===== src/rtl/conv_channel_feeder_if.sv =====
// Memory read port and ConvChannel stream/result signals of the feeder.
// master = feeder side, slave = RAM/ConvChannel side.
interface conv_channel_feeder_if #(
    parameter int DataWidth = 64,
    parameter int Channels  = 4,
    parameter int AddrWidth = 19
);
    localparam int StreamWidth = Channels * DataWidth;

    logic                   mem_rd;
    logic [AddrWidth-1:0]   mem_addr;
    logic [StreamWidth-1:0] mem_rdata;
    logic                   conv_rst;
    logic [8:0]             row_out;
    logic [8:0]             col_out;
    logic [StreamWidth-1:0] weight_out;
    logic                   weight_valid;
    logic [StreamWidth-1:0] data_out;
    logic                   data_valid;
    logic                   result_ready;

    modport master (
        output mem_rd, mem_addr, conv_rst, row_out, col_out,
               weight_out, weight_valid, data_out, data_valid,
        input  mem_rdata, result_ready
    );

    modport slave (
        input  mem_rd, mem_addr, conv_rst, row_out, col_out,
               weight_out, weight_valid, data_out, data_valid,
        output mem_rdata, result_ready
    );
endinterface


===== src/rtl/conv_channel_feeder.sv =====
// ConvChannel transmit side: reset pulse, weight load, pixel load, result drain.
// Optional drain watchdog enabled by defining FEEDER_TIMEOUT_EN.
//
// state   | meaning
// IDLE    | waiting for start
// RST     | conv_rst held high for 2 cycles
// WLOAD   | KernelSize weight reads
// GAP     | GapCycles cycles without reads
// DLOAD   | row*col pixel reads
// DRAIN   | waiting for all results
// DONE    | one-cycle done pulse
module conv_channel_feeder #(
    parameter int DataWidth     = 64,
    parameter int Channels      = 4,
    parameter int KernelSize    = 9,
    parameter int AddrWidth     = 19,
    parameter int GapCycles     = 4
`ifdef FEEDER_TIMEOUT_EN
    ,
    parameter int TimeoutCycles = 1024
`endif
) (
    input  logic        Clk,
    input  logic        Rst,
    input  logic        start,
    input  logic [8:0]  row_in,
    input  logic [8:0]  col_in,
    output logic        busy,
    output logic        done,
    output logic        timeout,
    output logic [17:0] result_count,
    conv_channel_feeder_if.master bus
);
    typedef enum logic [2:0] {
        S_IDLE, S_RST, S_WLOAD, S_GAP, S_DLOAD, S_DRAIN, S_DONE
    } state_t;

    state_t               state, state_d;
    logic [17:0]          cnt, cnt_d;
    logic [AddrWidth-1:0] addr;
    logic [8:0]           row_q, col_q;
    logic [17:0]          rcount;
    logic [17:0]          p;
    logic                 pwr_q, wv_q, dv_q, rd;

    assign p  = {9'd0, row_q} * {9'd0, col_q};
    assign rd = (state == S_WLOAD) || (state == S_DLOAD);

`ifdef FEEDER_TIMEOUT_EN
    // Reload to TimeoutCycles-2 so DONE is entered TimeoutCycles cycles after the last result.
    localparam int WdWidth = $clog2(TimeoutCycles);
    localparam logic [WdWidth-1:0] WdReload = WdWidth'(TimeoutCycles - 2);
    logic [WdWidth-1:0] wd;
    logic               wd_expire;
    logic               timeout_q;
`endif

    always_comb begin
        state_d = state;
        cnt_d   = cnt;
`ifdef FEEDER_TIMEOUT_EN
        wd_expire = 1'b0;
`endif
        case (state)
            S_IDLE: begin
                if (start) begin
                    if (row_in == 9'd0 || col_in == 9'd0) begin
                        state_d = S_DONE;
                    end else begin
                        state_d = S_RST;
                        cnt_d   = 18'd1;
                    end
                end
            end
            S_RST: begin
                if (cnt == 18'd0) begin
                    state_d = S_WLOAD;
                    cnt_d   = 18'(KernelSize - 1);
                end else begin
                    cnt_d = cnt - 18'd1;
                end
            end
            S_WLOAD: begin
                if (cnt == 18'd0) begin
                    state_d = S_GAP;
                    cnt_d   = 18'(GapCycles - 1);
                end else begin
                    cnt_d = cnt - 18'd1;
                end
            end
            S_GAP: begin
                if (cnt == 18'd0) begin
                    state_d = S_DLOAD;
                    cnt_d   = p - 18'd1;
                end else begin
                    cnt_d = cnt - 18'd1;
                end
            end
            S_DLOAD: begin
                if (cnt == 18'd0) state_d = S_DRAIN;
                else              cnt_d   = cnt - 18'd1;
            end
            S_DRAIN: begin
                if (rcount == p) begin
                    state_d = S_DONE;
                end
`ifdef FEEDER_TIMEOUT_EN
                else if (wd == '0 && !bus.result_ready) begin
                    state_d   = S_DONE;
                    wd_expire = 1'b1;
                end
`endif
            end
            S_DONE:  state_d = S_IDLE;
            default: state_d = S_IDLE;
        endcase
    end

    always_ff @(posedge Clk or posedge Rst) begin
        if (Rst) begin
            state  <= S_IDLE;
            cnt    <= '0;
            addr   <= '0;
            row_q  <= '0;
            col_q  <= '0;
            rcount <= '0;
            pwr_q  <= 1'b1;
            wv_q   <= 1'b0;
            dv_q   <= 1'b0;
        end else begin
            state <= state_d;
            cnt   <= cnt_d;
            pwr_q <= 1'b0;
            wv_q  <= (state == S_WLOAD);
            dv_q  <= (state == S_DLOAD);
            if (rd) addr <= addr + 1'b1;
            if (state == S_IDLE && start) begin
                row_q  <= row_in;
                col_q  <= col_in;
                rcount <= '0;
                addr   <= '0;
            end else if ((state == S_DLOAD || state == S_DRAIN) &&
                         bus.result_ready && rcount != p) begin
                rcount <= rcount + 18'd1;
            end
        end
    end

`ifdef FEEDER_TIMEOUT_EN
    always_ff @(posedge Clk or posedge Rst) begin
        if (Rst) begin
            wd        <= WdReload;
            timeout_q <= 1'b0;
        end else begin
            if (state == S_IDLE && start) timeout_q <= 1'b0;
            else if (wd_expire)           timeout_q <= 1'b1;
            if (state != S_DRAIN || bus.result_ready) wd <= WdReload;
            else if (wd != '0)                        wd <= wd - 1'b1;
        end
    end
    assign timeout = timeout_q;
`else
    assign timeout = 1'b0;
`endif

    assign busy         = (state != S_IDLE);
    assign done         = (state == S_DONE);
    assign result_count = rcount;

    assign bus.mem_rd       = rd;
    assign bus.mem_addr     = rd ? addr : '0;
    assign bus.conv_rst     = pwr_q || (state == S_RST);
    assign bus.row_out      = row_q;
    assign bus.col_out      = col_q;
    assign bus.weight_valid = wv_q;
    assign bus.data_valid   = dv_q;
    assign bus.weight_out   = wv_q ? bus.mem_rdata : '0;
    assign bus.data_out     = dv_q ? bus.mem_rdata : '0;
endmodule

===== src/flat_wrapper.sv =====
// flat-port wrapper written by rule: the top's interface ports become plain ports
module conv_channel_feeder_flat 
#(
    parameter int DataWidth     = 64,
    parameter int Channels      = 4,
    parameter int KernelSize    = 9,
    parameter int AddrWidth     = 19,
    parameter int GapCycles     = 4

)
  (Clk, Rst, start, row_in, col_in, busy, done, timeout, result_count, bus_mem_rd, bus_mem_addr, bus_conv_rst, bus_row_out, bus_col_out, bus_weight_out, bus_weight_valid, bus_data_out, bus_data_valid, bus_mem_rdata, bus_result_ready);
  conv_channel_feeder_if #(.DataWidth(DataWidth), .Channels(Channels), .AddrWidth(AddrWidth)) bus_i ();
  input  logic Clk;
  input  logic Rst;
  input  logic start;
  input  logic [8:0] row_in;
  input  logic [8:0] col_in;
  output logic busy;
  output logic done;
  output logic timeout;
  output logic [17:0] result_count;
  output wire logic [$bits(bus_i.mem_rd)-1:0] bus_mem_rd;
  output wire logic [$bits(bus_i.mem_addr)-1:0] bus_mem_addr;
  output wire logic [$bits(bus_i.conv_rst)-1:0] bus_conv_rst;
  output wire logic [$bits(bus_i.row_out)-1:0] bus_row_out;
  output wire logic [$bits(bus_i.col_out)-1:0] bus_col_out;
  output wire logic [$bits(bus_i.weight_out)-1:0] bus_weight_out;
  output wire logic [$bits(bus_i.weight_valid)-1:0] bus_weight_valid;
  output wire logic [$bits(bus_i.data_out)-1:0] bus_data_out;
  output wire logic [$bits(bus_i.data_valid)-1:0] bus_data_valid;
  input wire logic [$bits(bus_i.mem_rdata)-1:0] bus_mem_rdata;
  input wire logic [$bits(bus_i.result_ready)-1:0] bus_result_ready;
  assign bus_mem_rd = bus_i.mem_rd;
  assign bus_mem_addr = bus_i.mem_addr;
  assign bus_conv_rst = bus_i.conv_rst;
  assign bus_row_out = bus_i.row_out;
  assign bus_col_out = bus_i.col_out;
  assign bus_weight_out = bus_i.weight_out;
  assign bus_weight_valid = bus_i.weight_valid;
  assign bus_data_out = bus_i.data_out;
  assign bus_data_valid = bus_i.data_valid;
  assign bus_i.mem_rdata = bus_mem_rdata;
  assign bus_i.result_ready = bus_result_ready;
  conv_channel_feeder #(.DataWidth(DataWidth), .Channels(Channels), .KernelSize(KernelSize), .AddrWidth(AddrWidth), .GapCycles(GapCycles)) u_core (.Clk(Clk), .Rst(Rst), .start(start), .row_in(row_in), .col_in(col_in), .busy(busy), .done(done), .timeout(timeout), .result_count(result_count), .bus(bus_i));
endmodule

===== config.mk =====
export PLATFORM = sky130hd
export DESIGN_NAME = conv_channel_feeder_flat
export DESIGN_NICKNAME = d
export VERILOG_FILES = /design/src/rtl/conv_channel_feeder_if.sv /design/src/rtl/conv_channel_feeder.sv /design/src/flat_wrapper.sv
export SDC_FILE = /design/constraint.sdc
export NUM_CORES = 1
export LEC_CHECK = 0
export BUFFER_PORTS_ARGS = -buffer_cell sky130_fd_sc_hd__buf_2
export CELL_PAD_IN_SITES_DETAIL_PLACEMENT = 1
export CELL_PAD_IN_SITES_GLOBAL_PLACEMENT = 1
export CORE_AREA = 2 2 336 338
export CTS_BUF_LIST = sky130_fd_sc_hd__clkbuf_4 sky130_fd_sc_hd__clkbuf_8 sky130_fd_sc_hd__clkbuf_16
export CTS_CLUSTER_SIZE = 20
export DETAILED_ROUTE_END_ITERATION = 10
export DIE_AREA = 0 0 338 340
export PLACE_DENSITY = 0.47
export RECOVER_POWER = 25
export SLEW_MARGIN = 20
export SYNTH_ARGS = -nofsm -noshare
export SYNTH_HDL_FRONTEND = slang
export SYNTH_SLANG_ARGS = --single-unit

===== constraint.sdc =====
create_clock -name Clk -period 8.7 [get_ports Clk]
set_input_delay 0.87 -clock Clk [delete_from_list [all_inputs] [get_ports Clk]]
set_output_delay 0.87 -clock Clk [all_outputs]
set_load 0.005 [all_outputs]

# After elaboration in Yosys (flattened, before gate mapping)
# Cells that the tools add are included.
# W data, S select, Z words.
totals:
  regBits: 79
  latchBits: 0
  ramBits: 0
  rom_bits: 0
  input_bits: 278
  mem_count: 0
op_classes:
  n_addsub: 4
  n_mul: 1
  n_div: 0
  magnitude_cmp: 0
  n_eq_ne: 16
  shift: 0
  mux: 22
  n_bitwise: 0
  reduce_logical: 17
ops:
  columns: ["op", "count"]
  rows:
  - ["$mux W256", 2]
  - ["$mux W18", 8]
  - ["$pmux W18 S5", 1]
  - ["$mux W19", 3]
  - ["$sub A18 B1 Y18 const B", 2]
  - ["$mux W3", 7]
  - ["$add A19 B1 Y19 const B", 1]
  - ["$add A18 B1 Y18 const B", 1]
  - ["$eq A18 B18 Y1", 1]
  - ["$logic_not A18 Y1", 1]
  - ["$logic_not A9 Y1", 2]
  - ["$mul A9 B9 Y18", 1]
  - ["$ne A18 B18 Y1", 1]
  - ["$pmux W3 S6", 1]
  - ["$ne A2 B2 Y1 const B", 5]
  - ["$eq A3 B3 Y1 const B", 3]
  - ["$eq A3 B2 Y1 const B", 2]
  - ["$ne A2 B1 Y1 const B", 3]
  - ["$reduce_and A6 Y1", 1]
  - ["$reduce_bool A5 Y1", 1]
  - ["$logic_or A1 B1 Y1", 4]
  - ["$reduce_and A4 Y1", 1]
  - ["$reduce_bool A2 Y1", 2]
  - ["$eq A3 B1 Y1 const B", 1]
  - ["3 further kinds", 5]

# Depth between registers and ports, before layout
logic_depth:
  ltp_word: 6
  ltp_mapped: 21

# Least setup slack after synthesis
# No wires, ideal clock.
synth_path:
  kind: "reg-to-reg"
  start: "register u_core.col_q[0] (netlist: u_core.bus.col_out[0])"
  end: "register u_core.rcount[17] (netlist: u_core.result_count[17])"
  setup_ps: 135
  arrival_ps: 5270
  required_ps: 8565
  slack_ps: 3296
  stages_incl_launch_ff: 20
  n_path_buf: 2
  period_less_slack_ps: 5404
  cell_sequence: "dfrtp_1 > clkbuf_1 > nand2_1 > fa_1 > inv_1 > fa_1 > fa_1 > inv_1 > fa_1 > inv_1 > ha_1 > a21oi_1 > o21ai_2 > a311oi_4 > xnor3_1 > or3b_4 > o311ai_4 > buf_6 > or2_2 > o31ai_1"
synth_via:
  elab_chain_len: 4
synth_lines:
  columns: ["element", "line_no", "text"]
  rows:
  - ["start: declaration", "conv_channel_feeder.sv:41", "logic [8:0] row_q, col_q;"]
  - ["start signal: assignment", "conv_channel_feeder.sv:139", "col_q <= col_in;"]
  - ["$mul A9 B9 Y18", "conv_channel_feeder.sv:46", "assign p = {9'd0, row_q} * {9'd0, col_q};"]
  - ["$ne A18 B18 Y1", "conv_channel_feeder.sv:143", "bus.result_ready && rcount != p) begin"]
  - ["$logic_and A1 B1 Y1", "conv_channel_feeder.sv:143", null]
  - ["$reduce_bool A2 Y1 (no source line)", null, null]
  - ["end signal: assignment", "conv_channel_feeder.sv:144", "rcount <= rcount + 18'd1;"]
  - ["end: declaration", "conv_channel_feeder.sv:42", "logic [17:0] rcount;"]
# Every way passes these cells.
# A chain may end at the register's enable or synchronous reset.

# Final worst setup path
layout_path:
  start: "register u_core.row_q[3] (netlist: u_core.bus.row_out[3])"
  end: "register u_core.rcount[0] (netlist: u_core.result_count[0])"
layout_via:
  elab_chain_len: 4
layout_lines:
  columns: ["element", "line_no", "text"]
  rows:
  - ["start: declaration", "conv_channel_feeder.sv:41", null]
  - ["start signal: assignment", "conv_channel_feeder.sv:138", "row_q <= row_in;"]
  - ["$mul A9 B9 Y18", "conv_channel_feeder.sv:46", null]
  - ["$ne A18 B18 Y1", "conv_channel_feeder.sv:143", null]
  - ["$logic_and A1 B1 Y1", "conv_channel_feeder.sv:143", null]
  - ["$reduce_bool A2 Y1 (no source line)", null, null]
# Every way passes these cells.

==> reports/metrics.csv <==
metric,value,unit
final_common_cell,buf_2,
mostFrequentLayoutCells,"buf_2 (785), and2_1 (553), nand2_1 (139), inv_1 (83), dfrtp_1 (78)",
grt_max_degree,109,
io_pins,852,
cts_tree,built,
synth_area,0.01147,mm2
final_util,15.69,%
finalHoldViolations,0,
postSynthRegisterBits,79,
dr.pass1.iters,5,
clkPwrFrac,9.2,%
fillers,13650,
hold_buffers,0,
final_nets,2658,
pwr-share-comb,75.1,%
area_growth,52.67,%
pre_cts_ws,2.542,ns
totalNegativeSetupSlack,0,ns
grt_first_pass_wirelength,153.1,mm
power_per_cell_area,276.2,mW/mm2
synth-seq-area-share,17.25,%
crit_path_start_kind,flop,
critPathRequiredTime,8.92,ns
clk_pin_slew,0.07,ns
synthAdderAreaFrac,13.31,%
final_layout_size_suffix_gt1_share,37.51,%
maxCapViolations,3,
initial_core_util,10.28,%
fin_crit_sh,71.19,%
power.internal,0.002178,W
cts_buffers,9,
worstMarginPinSlew,3.846,ns
synth_xor_area_share,5.183,%
synth_top_flop_cell,dfrtp_1,
worst_slack,2.507,ns
place_congestion,0.8916,
cts_sinks,79,
status,finished with violations,
ctsResizeCount,0,
die_h,340,um
cts_buffer_depth,2,
rsz0062_at_grt,no,
ys_types,83,
multi_input_area,0.008695,mm2
power,0.004835,W
insertion_delay,0.37,ns
synth_top_family_by_area,simple AND/OR/NAND/NOR gates,
async_flop_share,100.0,%
core_area,0.1116,mm2
synth-compound-area-share,10.20,%
finalSetupViolCount,0,
pwr-share-seq,15.7,%
vias,14360,
drtIter0Drc,804,
ant_nets,0,
violations,"capacitance limit, slew limit",
ff_latch_area,0.001978,mm2
min_path_type,reg2reg,
die_area,0.1149,mm2
post_cts_buffers,0,
max-slew-margin-rel,-156.4,%
drt_wl_total,123.5,mm
overflow,0,
place_hpwl,111.6,mm
synth.area.mux_share,0.4364,%
track_usage,20.70,%
worst-setup-path-type,reg2reg,
maxSlewViolCount,185,
grt_pass1_vias,14280,
swShare,54.95,%
worst_clock_skew,0.008525,ns
max-vdd-ir-drop,263.2,uV
fin_hold_ws,0.5165,ns
cp_data_arrival_time,6.42,ns
synth_warnings,0,
antenna_found_initial,59,
netlist.area_leader.share,31.59,%
vias_per_cell,3.760,
synth_top_cell_by_area,and2_1,
yosys-top-cells-area,"and2_1 (32%), dfrtp_1 (17%), fa_1 (8.7%), ha_1 (4.6%), nand2_1 (4.5%)",
switchingPower,0.002657,W
htree_levels,3,
die_w,338,um
drc,0,
fmax,161.5,MHz
period_needed,6.193,ns
yosys.area_share.simple,46.58,%
leakagePower,9.431,nW
endpoint_kind,flop,
io_buffers,850,
synthCells,1525,
avgSynthCellArea,7.520,um2
num_rows,123,
cts_root_buffer,clkbuf_16,
detail_route.wl_per_cell,32.34,um
cp_max_fo,16,
synth_edf_count,0,
-- layer usage --
metal | up-vias | part of all wire [%] | routed length [um] | GRT usage [%]
met3 | 133 | 15 | 18200 | 12.19
met2 | 679 | 44 | 54010 | 32.39
met1 | 7078 | 37 | 45900 | 23.08
met4 | 8 | 4.3 | 5354 | 7.417
li1 | 6463 | - | - | -
met5 | - | 0.033 | 41 | 0
-- path summary, 6_finish.rpt --
check                                      start                      to  slack, ns  cells after the start
min in group asynchronous                    Rst          u_core.addr[6]       0.66                      2
max reg2reg                u_core.bus.row_out[3]  u_core.result_count[0]       2.51                     16
max in group asynchronous                    Rst   u_core.bus.row_out[8]       3.92                      3
min                                u_core.cnt[5]           u_core.cnt[5]       0.52                      1
min reg2reg                        u_core.cnt[5]           u_core.cnt[5]       0.52                      1
max                        u_core.bus.row_out[3]  u_core.result_count[0]       2.51                     16
-- layout make-up --
cell class	instances	area share, %
multi-input cells	1254	49.66
repair buffers	859	24.23
flip-flops and latches	79	11.30
well taps	1500	10.72
inverters	85	1.830
clock buffers	10	1.365
clock inverters	6	0.5217
diodes	26	0.3716
-- kinds of logic (layout without fill, tap and decap cells) --
logic type,Yosys count,in the layout
fa+ha+maj,92,92
mux,5,5
flops,79,79
other cells,1,28
simple gates,931,931
xor+xnor,63,63
buf+inv,193,960
compound gates,161,161
-- Yosys cell counts, types with 15 or more instances --
| cell | number |
|---|---|
| nor3_1 | 17 |
| dfrtp_1 | 78 |
| ha_1 | 42 |
| nand4_1 | 15 |
| and2_1 | 579 |
| inv_1 | 84 |
| a21oi_1 | 27 |
| nor2_1 | 63 |
| xnor2_1 | 30 |
| fa_1 | 50 |
| nand2_1 | 139 |
| xor2_1 | 30 |
| o21ai_0 | 35 |
| nand3_1 | 34 |
| clkbuf_1 | 88 |
-- power groups by stage --
stage	Combinational, W	Clock (W)	Sequential (W)
2_1_floorplan	0.00273	0	0.000607
5_1_grt	0.00405	0.000471	0.000792
3_5_place_dp	0.00366	0	0.000765
3_3_place_gp	0.00366	0	0.000754
6_report	0.00363	0.000445	0.000759
4_1_cts	0.00367	0.000459	0.000761
-- critical path, stage by stage (launching register included) --
cell	delay [ns]
dfrtp_1	0.53
and2_1	0.26
fa_1	0.57
fa_1	0.45
fa_1	0.50
inv_1	0.05
fa_1	0.48
inv_1	0.04
ha_1	0.49
o211a_1	0.32
a221oi_2	0.57
o211ai_1	0.27
o211ai_1	0.13
or3b_4	0.44
o31ai_4	0.65
or3_2	0.23
a21oi_1	0.06
-- sequential cells by signal (all words and copies together), names as in the netlist --
register                 count
u_core.bus.row_out           9
u_core.bus.col_out           9
u_core.bus.weight_valid      1
u_core.addr                 19
u_core.result_count         18
u_core.cnt                  18
u_core.pwr_q                 1
u_core.bus.data_valid        1
u_core.state                 3
-- stage by stage --
stage	std cells	instance area [um2]
after global routing	3805	17470
after detailed placement	3777	17200
after global placement	3777	17200
final	3819	17510
after floorplan	1526	11470
after CTS	3793	17530
Power figures use the tool's default switching activity.
